**src/rtl/seven_seg_pkg.sv**
```systemverilog
// Shared constants for the seven-segment scanner: active-low {g..a} segment
// patterns and the scan phase encoding.
package seven_seg_pkg;

  localparam logic [6:0] SEG_0    = 7'b1000000;
  localparam logic [6:0] SEG_1    = 7'b1111001;
  localparam logic [6:0] SEG_2    = 7'b0100100;
  localparam logic [6:0] SEG_3    = 7'b0110000;
  localparam logic [6:0] SEG_4    = 7'b0011001;
  localparam logic [6:0] SEG_5    = 7'b0010010;
  localparam logic [6:0] SEG_6    = 7'b0000010;
  localparam logic [6:0] SEG_7    = 7'b1111000;
  localparam logic [6:0] SEG_8    = 7'b0000000;
  localparam logic [6:0] SEG_9    = 7'b0010000;
  localparam logic [6:0] SEG_A    = 7'b0001000;
  localparam logic [6:0] SEG_B    = 7'b0000011;
  localparam logic [6:0] SEG_C    = 7'b1000110;
  localparam logic [6:0] SEG_D    = 7'b0100001;
  localparam logic [6:0] SEG_E    = 7'b0000110;
  localparam logic [6:0] SEG_F    = 7'b0001110;
  localparam logic [6:0] SEG_DASH = 7'b0111111;
  localparam logic [6:0] SEG_OFF  = 7'b1111111;

  typedef enum logic [0:0] {
    BLANK = 1'b0,
    DRIVE = 1'b1
  } phase_t;

endpackage

```
**src/rtl/seg_decoder.sv**
```systemverilog
// Nibble to active-low segment pattern; BCD mode shows a dash for A..F.
module seg_decoder
  import seven_seg_pkg::*;
(
  input  logic [3:0] nibble,
  input  logic       hex_mode,
  input  logic       blank,
  output logic [6:0] seg
);

  always_comb begin
    seg = SEG_OFF;
    if (!blank) begin
      case (nibble)
        4'h0: seg = SEG_0;
        4'h1: seg = SEG_1;
        4'h2: seg = SEG_2;
        4'h3: seg = SEG_3;
        4'h4: seg = SEG_4;
        4'h5: seg = SEG_5;
        4'h6: seg = SEG_6;
        4'h7: seg = SEG_7;
        4'h8: seg = SEG_8;
        4'h9: seg = SEG_9;
        4'hA: seg = hex_mode ? SEG_A : SEG_DASH;
        4'hB: seg = hex_mode ? SEG_B : SEG_DASH;
        4'hC: seg = hex_mode ? SEG_C : SEG_DASH;
        4'hD: seg = hex_mode ? SEG_D : SEG_DASH;
        4'hE: seg = hex_mode ? SEG_E : SEG_DASH;
        4'hF: seg = hex_mode ? SEG_F : SEG_DASH;
      endcase
    end
  end

endmodule

```
**src/rtl/seven_seg_scanner.sv**
```systemverilog
// Time-multiplexed N-digit common-anode seven-segment driver with an
// inter-digit blanking window, leading-zero blanking and decimal points.
//
// state | meaning
// BLANK | first BLANK_CYCLES of a digit slot, all anodes off
// DRIVE | remainder of the slot, anode idx on, segments decoded
module seven_seg_scanner
  import seven_seg_pkg::*;
#(
  parameter int NUM_DIGITS   = 4,
  parameter int DWELL_CYCLES = 1000,
  parameter int BLANK_CYCLES = 16
) (
  input  logic                    clk,
  input  logic                    rst_n,
  input  logic [4*NUM_DIGITS-1:0] digit,
  input  logic [NUM_DIGITS-1:0]   dp,
  input  logic                    hex_mode,
  input  logic                    lz_blank,
  input  logic                    enable,
  output logic [6:0]              CA_CG,
  output logic                    DP,
  output logic [NUM_DIGITS-1:0]   AN
);

  localparam int CW = (DWELL_CYCLES > 1) ? $clog2(DWELL_CYCLES) : 1;
  localparam int IW = (NUM_DIGITS > 1) ? $clog2(NUM_DIGITS) : 1;

  logic [CW-1:0]         cnt, cnt_nxt;
  logic [IW-1:0]         idx, idx_nxt;
  phase_t                state, state_nxt;
  logic [NUM_DIGITS-1:0] lz_mask;
  logic                  zero_run;
  logic [3:0]            nib;
  logic [6:0]            seg;

  always_comb begin
    cnt_nxt = cnt + 1'b1;
    idx_nxt = idx;
    if (cnt == CW'(DWELL_CYCLES - 1)) begin
      cnt_nxt = '0;
      idx_nxt = (idx == IW'(NUM_DIGITS - 1)) ? '0 : idx + 1'b1;
    end
  end

  always_comb begin
    state_nxt = state;
    case (state)
      BLANK: state_nxt = (cnt_nxt >= CW'(BLANK_CYCLES)) ? DRIVE : BLANK;
      DRIVE: state_nxt = ((cnt_nxt == '0) && (BLANK_CYCLES > 0)) ? BLANK : DRIVE;
      default: state_nxt = BLANK;
    endcase
  end

  // A digit is a leading zero when it and every more-significant nibble is zero.
  always_comb begin
    lz_mask  = '0;
    zero_run = 1'b1;
    for (int i = NUM_DIGITS - 1; i >= 1; i--) begin
      zero_run   = zero_run && (digit[4*i +: 4] == 4'h0);
      lz_mask[i] = zero_run;
    end
  end

  // Decode the digit that will be shown after this edge, so outputs never lag idx.
  assign nib = digit[4*idx_nxt +: 4];

  seg_decoder u_dec (
    .nibble   (nib),
    .hex_mode (hex_mode),
    .blank    (lz_blank && lz_mask[idx_nxt]),
    .seg      (seg)
  );

  always_ff @(posedge clk) begin
    if (!rst_n || !enable) begin
      cnt   <= '0;
      idx   <= '0;
      state <= BLANK;
      AN    <= '1;
      CA_CG <= SEG_OFF;
      DP    <= 1'b1;
    end else begin
      cnt   <= cnt_nxt;
      idx   <= idx_nxt;
      state <= state_nxt;
      if (state_nxt == DRIVE) begin
        AN    <= ~(NUM_DIGITS'(1) << idx_nxt);
        CA_CG <= seg;
        DP    <= ~dp[idx_nxt];
      end else begin
        AN    <= '1;
        CA_CG <= SEG_OFF;
        DP    <= 1'b1;
      end
    end
  end

endmodule

```
**config.mk**
```make
export PLATFORM = sky130hd
export DESIGN_NAME = seven_seg_scanner
export DESIGN_NICKNAME = d
export VERILOG_FILES = /design/src/rtl/seven_seg_pkg.sv /design/src/rtl/seg_decoder.sv /design/src/rtl/seven_seg_scanner.sv
export SDC_FILE = /design/constraint.sdc
export NUM_CORES = 1
export LEC_CHECK = 0
export CORE_MARGIN = 1.5
export CORE_UTILIZATION = 52
export CTS_CLUSTER_DIAMETER = 200
export DETAILED_ROUTE_END_ITERATION = 6
export GPL_ROUTABILITY_DRIVEN = 1
export GPL_TIMING_DRIVEN = 0
export PLACE_DENSITY = 0.81
export SLEW_MARGIN = 10
export SYNTH_ARGS = -nofsm -noshare
export SYNTH_HDL_FRONTEND = slang
export SYNTH_SLANG_ARGS = --single-unit
```
**constraint.sdc**
```tcl
create_clock -name clk -period 3.2 [get_ports clk]
set_clock_uncertainty 0.1 [all_clocks]
set_input_delay 0.64 -clock clk [delete_from_list [all_inputs] [get_ports clk]]
set_output_delay 0.64 -clock clk [all_outputs]
set_load 0.02 [all_outputs]
```
==> impl_metrics.tcl, run 1 <==
set metrics [dict create \
    outcome "finished, final reports clean" \
    drt-met1-wl_um 2220 \
    drt-total-wl_um 4850 \
    fmax_mhz 338 \
    synth_enable_flop_cells 0 \
    grt_pass1_wl_um 8140 \
    layout-drive-gt1-share_pct 14.6 \
    netlist_instances 240 \
    required_ns 3.27 \
    clock_latency_ns 0.28 \
    holdPathStages 1 \
    cts_root_buffer "clkbuf_8" \
    synth_nets 268 \
    max_cap_viol_count 0 \
    finalHoldViolations 0 \
    htreeDepth 1 \
    grt_pass1_vias 1776 \
    slew_headroom_pct 67.1 \
    pwr-share-clk_pct 33.5 \
    rsz0062_at_grt "no" \
    fill_cells 279 \
    clockBufferDepth 2 \
    slew_violations 0 \
    wire_per_inst_um 14.9 \
    insertedDiodeCount 0 \
    ant_nets 0 \
    critPathMaxFanout 10 \
    tritoncts "done" \
    synth_area_leaders "dfxtp_1, a31oi_1, nand2_1" \
    antenna_found_initial 0 \
    leakage_nw 0.865 \
    final_nets 309 \
    routed.top_layer "met4" \
    synth_area_per_cell_sq_um 8.07 \
    worstMarginPinSlew_ns 0.493 \
    drc_errors 0 \
    worstSetupStartpointType "register" \
    finalSetupTns_ns 0 \
    path_clk_slew_ns 0.10 \
    end_kind "register" \
    dp_slack_ns 0.159 \
    cts_num_sinks 25 \
    synth_area_leader_cell "dfxtp_1" \
    worstReg2RegEnd "CA_CG[3]" \
    p_seq_share_pct 52.0 \
    ys_types 61 \
    synth_top_area_share_pct 25.9 \
    vias 2024 \
    layout_setup_ws_ns 0.242 \
    numCtsBuffers 3 \
    place.gp.congestion 0.959 \
    routed-wl-met3_um 304 \
    ys_ff_latch 25 \
    r2r_start "cnt[0]" \
    yosysWarningCount 0 \
    hp-class "register to register" \
    drt_pass1_iterations 5 \
    reg2reg_depth 10 \
    setup_violations 0 \
    crit_type "register to register" \
    reg2reg_slack_ns 0.24 \
    ir_worst_vdd_uv 286 \
    arrival_ns 3.02 \
    io_buffers 36 \
    num_rows 21 \
    post-route-period-util_pct 92.4 \
    via_per_inst 6.21 \
    syn_to_final_growth_pct 24.6 \
    die_area_sq_um 4100 \
    internal_power_uw 452 \
    endpoint "CA_CG[3]" \
    powerDensity_nw_per_um2 251 \
    synth_top_flop_cell "dfxtp_1" \
    grt_use_total_pct 24.7 \
    async_reset_ff_share_pct 0 \
    io_pins 37 \
    ys_seq_area_share_pct 25.9 \
    p_sw_share_pct 25.1 \
    gr-total-overflow 0 \
    crit_start "cnt[0]" \
    start_util_pct 56.2 \
    netlist_area_sq_um 1940 \
    p_switching_uw 152 \
    die_h_um 64.0 \
    finalCriticalPeriod_ns 2.96 \
    core_sq_um 3440 \
    met2_length_um 2270 \
    first_iter_violations 278 \
    p_comb_share_pct 14.4 \
    die_w_um 64.0 \
    dp_hpwl_um 3510 \
    grt_max_degree 17 \
    post_cts_buffers 0 \
]
-- worst min path at each step --
stage                 from      to  slack, ns
finish              cnt[0]  cnt[0]       0.42
global route        cnt[0]  cnt[0]       0.45
CTS                 cnt[0]  cnt[0]       0.42
detailed placement  cnt[0]  cnt[0]       0.40
global placement    cnt[0]  cnt[0]       0.38
floorplan           cnt[0]  cnt[0]       0.36
-- metrics by stage --
stage | cells | hold slack, ns | util, % | instance area (sq um) | total power [mW]
2_1_floorplan | 240 | 0.356 | - | 1940 | 0.363
3_3_place_gp | 322 | 0.377 | 68.4 | 2350 | 0.406
3_5_place_dp | 322 | 0.400 | 68.4 | 2350 | 0.406
4_1_cts | 326 | 0.423 | 69.8 | 2400 | 0.607
5_1_grt | 326 | 0.450 | 70.0 | 2410 | 0.629
6_report | 326 | 0.416 | 70.0 | 2410 | 0.604
-- cell usage after synthesis, drive strengths merged, types with 2 or more instances --
cell type,count
dfxtp,25
a31oi,24
nand2,23
buf,21
nor2,21
o21ai,14
nand3,8
nor3b,8
xnor2,7
a21oi,6
a22oi,4
a31o,4
a32o,4
inv,4
mux2i,4
xor2,4
a32oi,3
and3,3
clkbuf,3
ha,3
nand2b,3
nand4,3
nor4,3
o211ai,3
o22ai,3
or2,3
or3,3
or4,3
a311oi,2
and2,2
and4b,2
nor2b,2
nor3,2
o31ai,2
-- cells in the final DEF, fill, tap and decap left out, types with 4 or more instances in the layout --
cell type / count
clkdlybuf4s50_1: 36
o21ai_0: 10
nor2_1: 21
xnor2_1: 7
a22oi_1: 4
nand3_1: 8
xor2_1: 4
buf_6: 7
inv_1: 4
a31oi_1: 23
buf_2: 10
nand2_1: 23
a21oi_1: 6
dfxtp_1: 25
o21ai_1: 4
nor3b_1: 8
-- kinds of logic (layout without fill, tap and decap cells) --
kind of cell | count (synthesis) | count (layout) | share of synthesized area (%)
muxes | 5 | 5 | 3.30
DFF | 25 | 25 | 25.9
buffers and inverters | 28 | 68 | 9.11
xor gates and xnor gates | 11 | 11 | 4.98
adders and majority gates | 3 | 3 | 1.94
AOI/OAI and AO/OA | 77 | 77 | 29.0
and+or+nand+nor | 91 | 91 | 25.8
-- power groups by stage --
stage | sequential (mW) | combinational, mW | clock (mW)
after floorplan | 0.322 | 0.0411 | 0
after global placement | 0.321 | 0.0843 | 0
after detailed placement | 0.322 | 0.0842 | 0
after CTS | 0.314 | 0.0852 | 0.207
after global routing | 0.315 | 0.0944 | 0.220
final | 0.314 | 0.0872 | 0.203
-- final cells by class --
| class | count | area (sq um) | share of cell area (%) |
|---|---|---|---|
| buffer | 24 | 163 | 6.75 |
| clock buffer | 3 | 41.3 | 1.71 |
| sequential | 25 | 500 | 20.8 |
| clock inverter | 1 | 8.76 | 0.363 |
| tap | 46 | 57.6 | 2.39 |
| inverter | 4 | 15.0 | 0.623 |
| timing repair buffer | 36 | 360 | 14.9 |
| multi-input combinational | 187 | 1260 | 52.5 |
-- per-layer routing --
| metal | vias to the layer above | track usage (%) |
|---|---|---|
| met1 | 940 | 32.9 |
| met4 | 0 | 8.15 |
| met5 | - | 0 |
| met2 | 87 | 40.6 |
| met3 | 6 | 3.87 |
| li1 | 991 | - |
-- repair_timing --
action	4_1_cts	5_1_grt
endpoints found under the hold margin	0	0
hold buffers	0	0
endpoints found under the setup margin	0	7
gates resized for setup	0	2
-- state kept, by name (all words and copies together), names as in the netlist --
register	flops
state	1
AN	4
cnt	10
DP	1
idx	2
CA_CG	7
-- worst max-delay path, cell delays in order, from the launching register on --
cell	delay, ns
dfxtp_1	0.43
ha_1	0.17
clkbuf_2	0.20
buf_2	0.26
clkbuf_2	0.28
a31oi_1	0.12
a31oi_1	0.30
a32o_2	0.28
nor3_1	0.11
or3_1	0.33
a311o_1	0.27
No activity file was read; power rests on OpenSTA's default activity.
==> inputs of run 2 (changes only) <==
--- a/config.mk
+++ b/config.mk
@@ -7,10 +7,10 @@
 export LEC_CHECK = 0
 export CORE_MARGIN = 1.5
-export CORE_UTILIZATION = 52
+export CORE_UTILIZATION = 35
 export CTS_CLUSTER_DIAMETER = 200
 export DETAILED_ROUTE_END_ITERATION = 6
 export GPL_ROUTABILITY_DRIVEN = 1
 export GPL_TIMING_DRIVEN = 0
-export PLACE_DENSITY = 0.81
+export PLACE_DENSITY = 0.59
 export SLEW_MARGIN = 10
 export SYNTH_ARGS = -nofsm -noshare
==> constraint.sdc (replaced) <==
create_clock -name clk -period 3.2 [get_ports clk]
set_clock_uncertainty 0.1 [all_clocks]
set_input_delay 0.64 -clock clk [delete_from_list [all_inputs] [get_ports clk]]
set_output_delay 0.64 -clock clk [all_outputs]
set_load 0.05 [all_outputs]
==> run 2 against run 1 <==
Non-clock buffer count did not move. Final cell count grew 7.4%. Via count is 2.9% lower. Die area increased by 46%. Count of clock-buffer cells in the layout unchanged. Global-route usage shrank 7.0 points. First-iteration DRC count down 45%. Combinational power rose by 1%. Highest routed layer unchanged.
==> impl_metrics.tcl, run 2 (same netlist as run 1, synthesis figures left out) <==
set metrics [dict create \
    multiInputGateArea_sq_um 1270 \
    layout_commonest_cell "clkdlybuf4s50_1" \
    holdPathEnd "cnt[0]" \
    tritoncts "done" \
    max_cap_viol_count 0 \
    htreeDepth 1 \
    rsz0062_at_grt "yes" \
    clockBufferDepth 2 \
    worstMarginPinSlew_ns 0.507 \
    powerDensity_nw_per_um2 241 \
    layout_common_cells "clkdlybuf4s50_1, dfxtp_1, nand2_1, a31oi_1, nor2_1" \
    vias 1965 \
    end_kind "register" \
    ant_nets 0 \
    drt-met1-wl_um 2340 \
    final_nets 309 \
    design_area_sq_um 2450 \
    drc_errors 0 \
    insertedDiodeCount 0 \
    critPathMaxFanout 10 \
    max_stage_delay_ns 0.43 \
    slew_headroom_pct 66.1 \
    clock_latency_ns 0.27 \
    io_buffers 36 \
    hold_buffers 0 \
    core_sq_um 5200 \
    wire_per_inst_um 14.6 \
    num_rows 26 \
    path_clk_slew_ns 0.09 \
    fill_cells 521 \
    via_per_inst 5.61 \
    worstSetupStartpointType "register" \
    numCtsBuffers 3 \
    worstReg2RegEnd "CA_CG[3]" \
    drt_pass1_iterations 5 \
    die_area_sq_um 5990 \
    grt_pass1_wl_um 8710 \
    drt-total-wl_um 5120 \
    routed.top_layer "met4" \
    place_area_sq_um 2380 \
    cts_root_buffer "clkbuf_8" \
    dp_hpwl_um 3800 \
    grt_max_degree 15 \
    slew_violations 0 \
    largest_register "cnt" \
    hp-class "register to register" \
    syn_to_final_growth_pct 26.4 \
    outcome "finished, final reports clean" \
    min-delay-start "cnt[0]" \
    reg2reg_slack_ns 0.24 \
    required_ns 3.26 \
    top_regs "cnt x10, CA_CG x7, AN x4" \
    gr-total-overflow 0 \
    post_cts_buffers 0 \
    crit_family "compound AO/OA/AOI/OAI gates" \
    met2_length_um 2420 \
    slowest_stage "dfxtp_1" \
    setup_violations 0 \
    reg2reg_depth 10 \
    ir_worst_vdd_uv 171 \
    crit_chain "ha_1 -> clkbuf_2 -> buf_2 -> clkbuf_2 -> a31oi_1 -> a31oi_1 -> a32o_2 -> nor3_1 -> or3_1 -> a311o_1" \
    cts_num_sinks 25 \
    largest_register_ffs 10 \
    leakage_nw 0.865 \
    path_buf_inv 3 \
    holdPathStages 1 \
    die_h_um 77.4 \
    antenna_found_initial 0 \
    finalHoldViolations 0 \
    routed-wl-met3_um 315 \
    arrival_ns 3.01 \
    crit_type "register to register" \
    finalCriticalPeriod_ns 2.96 \
    first_iter_violations 154 \
    io_pins 37 \
    r2r_start "cnt[0]" \
    postCtsResizedCells 0 \
    post-route-period-util_pct 92.4 \
    grt_pass1_vias 1784 \
    die_w_um 77.4 \
    holdWs_ns 0.402 \
    layout-drive-gt1-share_pct 14.6 \
    start_util_pct 37.2 \
    fmax_mhz 338 \
    grt_use_total_pct 17.7 \
    place.gp.congestion 0.909 \
    seq_area_sq_um 500 \
]
==> run 2: cell count changes in the layout (fill, tap and decap cells not counted), sizes merged <==
cell | before | now
clkinv | 0 | 1
inv | 5 | 4
==> run 2: metal layers <==
metal,global-route usage [%],vias up
met4,3.64,0
met2,30.4,72
li1,-,985
met3,2.82,6
met1,23.3,902
met5,0,-
==> run 2: layout make-up <==
cell class              instances  area share (%)
multi-input cells             187            52.1
well taps                      70            3.58
clock buffers                   3            1.69
flip-flops and latches         25            20.5
clock inverters                 1           0.205
plain buffers                  24            6.65
repair buffers                 36            14.7
inverters                       4           0.614
==> run 2: stage by stage <==
stage	worst slack [ns]	setup TNS (ns)	instances	utilization [%]	power, mW
floorplan	0.644	0	240	-	0.364
global placement	0.0902	0	346	45.8	0.408
detailed placement	0.0965	0	346	45.8	0.408
CTS	0.0592	0	350	46.7	0.604
global route	-0.00377	-0.00377	350	47.0	0.620
finish	0.242	0	350	47.0	0.590
==> run 2: power breakdown <==
part / total [mW] / switching, mW / internal, mW
sequential: 0.314 / 0.00181 / 0.312
combinational: 0.0881 / 0.0398 / 0.0484
clock: 0.187 / 0.100 / 0.0870
==> run 2: how the worst max path moves through the flow <==
stage            from       end  slack [ns]  cells after the start
2_1_floorplan  cnt[0]  CA_CG[3]        0.64                     10
3_3_place_gp   cnt[0]  CA_CG[3]        0.09                     10
3_5_place_dp   cnt[0]  CA_CG[3]         0.1                     10
4_1_cts        cnt[0]  CA_CG[3]        0.06                     10
5_1_grt        cnt[0]  CA_CG[3]      -0.004                     10
6_report       cnt[0]  CA_CG[3]        0.24                     10
==> run 2: worst register-to-register path, stage by stage, from the launching register on <==
cell and delay [ns]:
dfxtp_1 0.43, ha_1 0.17, clkbuf_2 0.20, buf_2 0.26
clkbuf_2 0.29, a31oi_1 0.12, a31oi_1 0.29, a32o_2 0.28
nor3_1 0.10, or3_1 0.32, a311o_1 0.27
==> patch 1: new RTL, settings of run 2 <==
Change the parameter `DWELL_CYCLES` from 1000 to 2000.
--- a/src/rtl/seven_seg_scanner.sv
+++ b/src/rtl/seven_seg_scanner.sv
@@ -9,5 +9,5 @@
 #(
   parameter int NUM_DIGITS   = 4,
-  parameter int DWELL_CYCLES = 1000,
+  parameter int DWELL_CYCLES = 2000,
   parameter int BLANK_CYCLES = 16
 ) (
Check against the original RTL: same outputs for any inputs over 10 cycles, from zero or initial values; that may be too few to reach the edited logic, so the function may still have changed.
==> patch 1 against run 2 <==
Synthesized cell count fell by 23%. Final cell count fell by 20%. Routed wire length fell by 24%. Fmax fell by 0.32%. Sequential share of layout area rose by 4.1 points. Sequential cell count rose by 1. Core utilization rose by 1.3 points. Critical path depth fell by 2. Design area fell by 14%. Power rose by 15%. Setup slack got worse by 0.0096 ns. Count of clock-buffer cells in the layout did not move. Area after synthesis fell by 17%. Largest cell class unchanged.
==> patch 1: results (changes against run 2) <==
metric,value,unit,change
status,"complete, no violations",,unchanged
cts_sinks,26,,was 25
multiInputGateArea,0.00103,mm²,was 0.00127 mm²
synth_cells,186,,was 240
use_met1,0.219,,was 0.233
slowest_delay,0.47,ns,was 0.43 ns
cts_made_buffers,3,,unchanged
stdcell_count,279,,was 350
multi_input_gates,152,,was 187
use_met2,0.288,,was 0.304
buffers_excl_clock,45,,was 60
cellLeakagePower,0.000739,µW,was 0.000865 µW
vdd_drop_max,0.212,mV,was 0.171 mV
clkCellAreaFrac,0.0337,,was 0.0189
grt_util_met3,0.0185,,was 0.0282
grt_max_degree,16,,was 15
register_area,520,µm²,was 500 µm²
nFillCells,442,,was 521
synth_adder_area_share,0.0234,,was 0.0194
vias_per_cell,5.63,,was 5.61
synthArstFlopShare,0,,unchanged
dp_hpwl,3060,µm,was 3800 µm
reg_top3,"cnt x11, CA_CG x7, AN x4",,"was cnt x10, CA_CG x7, AN x4"
worst_pin_slew,0.623,ns,was 0.507 ns
layout.nets,256,,was 309
core.rowCount,24,,was 26
ys_top_cells_by_count,"26 x dfxtp_1, 21 x nand2_1, 18 x nor2_1",,"was 25 x dfxtp_1, 23 x a31oi_1, 23 x nand2_1"
grt_util_all_layers,0.164,,was 0.177
dr.pass1.iters,4,,was 5
avgRoutedWirePerCell,13.9,µm,was 14.6 µm
p_int,538,µW,was 448 µW
grt_pass1_vias,1516,,was 1784
inv_count,0,,was 4
grt_pass1_wl,6850,µm,was 8710 µm
synth-compound-area-share,0.300,,was 0.290
synth-xor-area-share,0.0546,,was 0.0498
critPathMaxFanout,9,,was 10
syn_nets,214,,was 268
synth_area_leaders,"dfxtp_1 32%, nand3_1 5.0%, nand2_1 4.9%, nor2_1 4.2%, xnor2_1 3.8%",,"was dfxtp_1 26%, a31oi_1 7.4%, nand2_1 4.5%, buf_6 4.1%, nor2_1 4.1%"
crit_slowest_cell,o31a_1,,was dfxtp_1
drt-met1-wl,1880,µm,was 2340 µm
dr_wl_met2,1860,µm,was 2420 µm
overflow,0,,unchanged
gp_congestion,0.817,,was 0.909
place_worst_setup_slack,0.186,ns,was 0.0965 ns
ys_seq_area_frac,0.325,,was 0.259
dr.first_iter.drc_count,107,,was 154
final_util,0.483,,was 0.470
post_dp_cell_area,0.00203,mm²,was 0.00238 mm²
dr_wl_met3,125,µm,was 315 µm
dp.cells,274,,was 346
yosysUniqueCellTypes,53,,was 61
cp.arrival,3.03,ns,was 3.01 ns
hp-class,register to register,,unchanged
drive_gt1_frac,0.115,,was 0.146
clk_pin_slew_worst_paths,0.09,ns,about the same
layout.nonclk_buf_frac,0.202,,was 0.214
patch 1: cell types whose count changed after synthesis, moves of 4 or more:
cell,change
a31oi_1,-21
nor3b_1,-8
buf_6,-4
buf_2,-8
nand3_1,+8
inv_1,-4
a32oi_1,+5
and4_1,+5
patch 1: worst paths after layout:
check / from / to / slack, ns / depth (start not counted)
worst max-delay path: cnt[0] / CA_CG[6] / 0.23 / 8
worst min-delay path: cnt[0] / cnt[0] / 0.43 / 1
worst max register to register: cnt[0] / CA_CG[6] / 0.23 / 8
worst min register to register: cnt[0] / cnt[0] / 0.43 / 1
patch 1: power by group through the flow:
stage	clock (µW)	sequential [µW]	combinational (µW)
2_1_floorplan	0	334	38.4
3_3_place_gp	0	334	78.9
3_5_place_dp	0	334	77.9
4_1_cts	279	327	78.1
5_1_grt	289	327	87.5
6_report	273	327	78.6
patch 1: timing repair:
item                                    CTS  global route
endpoints found under the setup margin    0             4
setup buffers                             0             1
resized for setup                         0             2
==> patch 2: new RTL, flow settings as in run 2 <==
Made on the original files. Put one more register stage on the output `CA_CG`. The value now appears one clock later. The other outputs are not delayed to match.
--- a/src/rtl/seven_seg_scanner.sv
+++ b/src/rtl/seven_seg_scanner.sv
@@ -26,4 +26,6 @@
   localparam int CW = (DWELL_CYCLES > 1) ? $clog2(DWELL_CYCLES) : 1;
   localparam int IW = (NUM_DIGITS > 1) ? $clog2(NUM_DIGITS) : 1;
+
+  logic [6:0] CA_CG_s0;
 
   logic [CW-1:0]         cnt, cnt_nxt;
@@ -79,5 +81,5 @@
       state <= BLANK;
       AN    <= '1;
-      CA_CG <= SEG_OFF;
+      CA_CG_s0 <= SEG_OFF;
       DP    <= 1'b1;
     end else begin
@@ -87,9 +89,9 @@
       if (state_nxt == DRIVE) begin
         AN    <= ~(NUM_DIGITS'(1) << idx_nxt);
-        CA_CG <= seg;
+        CA_CG_s0 <= seg;
         DP    <= ~dp[idx_nxt];
       end else begin
         AN    <= '1;
-        CA_CG <= SEG_OFF;
+        CA_CG_s0 <= SEG_OFF;
         DP    <= 1'b1;
       end
@@ -97,4 +99,8 @@
   end
 
+  always_ff @(posedge clk) begin
+    CA_CG <= CA_CG_s0;
+  end
+
 endmodule
 
Check against the original RTL: not equivalent (Yosys sat finds a counterexample within 4 cycles, from zero or initial values).
==> patch 2 against run 2 <==
Die area down 7.6%. Design area is 4.1% lower. Fmax shrank 2.4%. Sequential power up 27%. Area after synthesis shrank 7.9%. Power rose by 37%. Sequential cell count increased by 7. Setup slack got worse by 0.072 ns. Routed wire length is 15% lower. Largest cell class unchanged.
==> patch 2: results (changes against run 2) <==
metric,value,unit,change
status,"complete, no violations",,unchanged
reg_top3,"cnt x10, CA_CG x7, CA_CG_s0 x7",,"was cnt x10, CA_CG x7, AN x4"
grt_util_all_layers,0.163,,was 0.177
syn_nets,223,,was 268
avgRoutedWirePerCell,14.3,µm,was 14.6 µm
nFillCells,486,,was 521
worst_pin_slew,0.502,ns,was 0.507 ns
drive_gt1_frac,0.130,,was 0.146
cp-endpoint,CA_CG_s0[3],,was CA_CG[3]
ys_seq_area_frac,0.359,,was 0.259
grt_pass1_wl,6920,µm,was 8710 µm
post_dp_cell_area,0.00223,mm²,was 0.00238 mm²
vias,1676,,was 1965
switching_share,0.238,,was 0.240
slowest_delay,0.38,ns,was 0.43 ns
cts_made_buffers,5,,was 3
dp_hpwl,3150,µm,was 3800 µm
vdd_drop_max,0.191,mV,was 0.171 mV
synth_area_leaders,"dfxtp_1 36%, nor2_1 3.8%, nand2_1 3.4%, nand3_1 3.1%, o32ai_4 3.1%",,"was dfxtp_1 26%, a31oi_1 7.4%, nand2_1 4.5%, buf_6 4.1%, nor2_1 4.1%"
htree_levels,2,,was 1
dr.first_iter.drc_count,113,,was 154
layout.nets,266,,was 309
r2r_cells,10,,unchanged
cp.arrival,3.12,ns,was 3.01 ns
yosysUniqueCellTypes,50,,was 61
cellLeakagePower,0.000810,µW,was 0.000865 µW
## patch 2: how the worst min path moves through the flow
stage,depth (start not counted),to
after CTS,0,CA_CG[6]
after floorplan,0,CA_CG[0]
final,0,CA_CG[6]
after global routing,0,CA_CG[6]
after global placement,0,CA_CG[2]
after detailed placement,0,CA_CG[5]
## patch 2: cell type report
cell class / instances / share of cell area
flip-flops and latches: 32 / 0.273
inverters: 5 / 0.00800
well taps: 67 / 0.0358
plain buffers: 9 / 0.0267
multi-input cells: 149 / 0.463
clock inverters: 2 / 0.00427
clock buffers: 6 / 0.0352
repair buffers: 36 / 0.154
## patch 2: cells by family (layout without fill, tap and decap cells)
group	count (synthesis)	after routing	synth area share
DFF	32	32	0.359
adders and majority gates	3	3	0.0211
AOI/OAI and AO/OA	65	65	0.318
and+or+nand+nor	73	73	0.209
buffers and inverters	14	58	0.0456
xor gates and xnor gates	7	7	0.0344
muxes	1	1	0.0126
## patch 2: routing by layer
layer / GRT usage / routed length (µm)
met1: 0.217 / 2080
met2: 0.252 / 2020
met3: 0.0447 / 227
met4: 0.0646 / 55
met5: 0 / 0
## patch 2: power groups by stage
stage,Clock [µW],Sequential [µW],Combinational [µW]
2_1_floorplan,0,409,37.1
3_3_place_gp,0,410,78.1
3_5_place_dp,0,410,78.0
4_1_cts,346,400,78.3
5_1_grt,359,400,87.5
6_report,329,400,80.1
## patch 2: stage by stage
step           cells  worst slack (ns)  hold WS, ns   util
2_1_floorplan    195             0.471        0.210      -
3_3_place_gp     298            -0.112        0.212  0.462
3_5_place_dp     298            -0.117        0.214  0.462
4_1_cts          306            0.0441        0.232  0.482
5_1_grt          306            0.0332        0.235  0.487
6_report         306             0.169        0.230  0.487
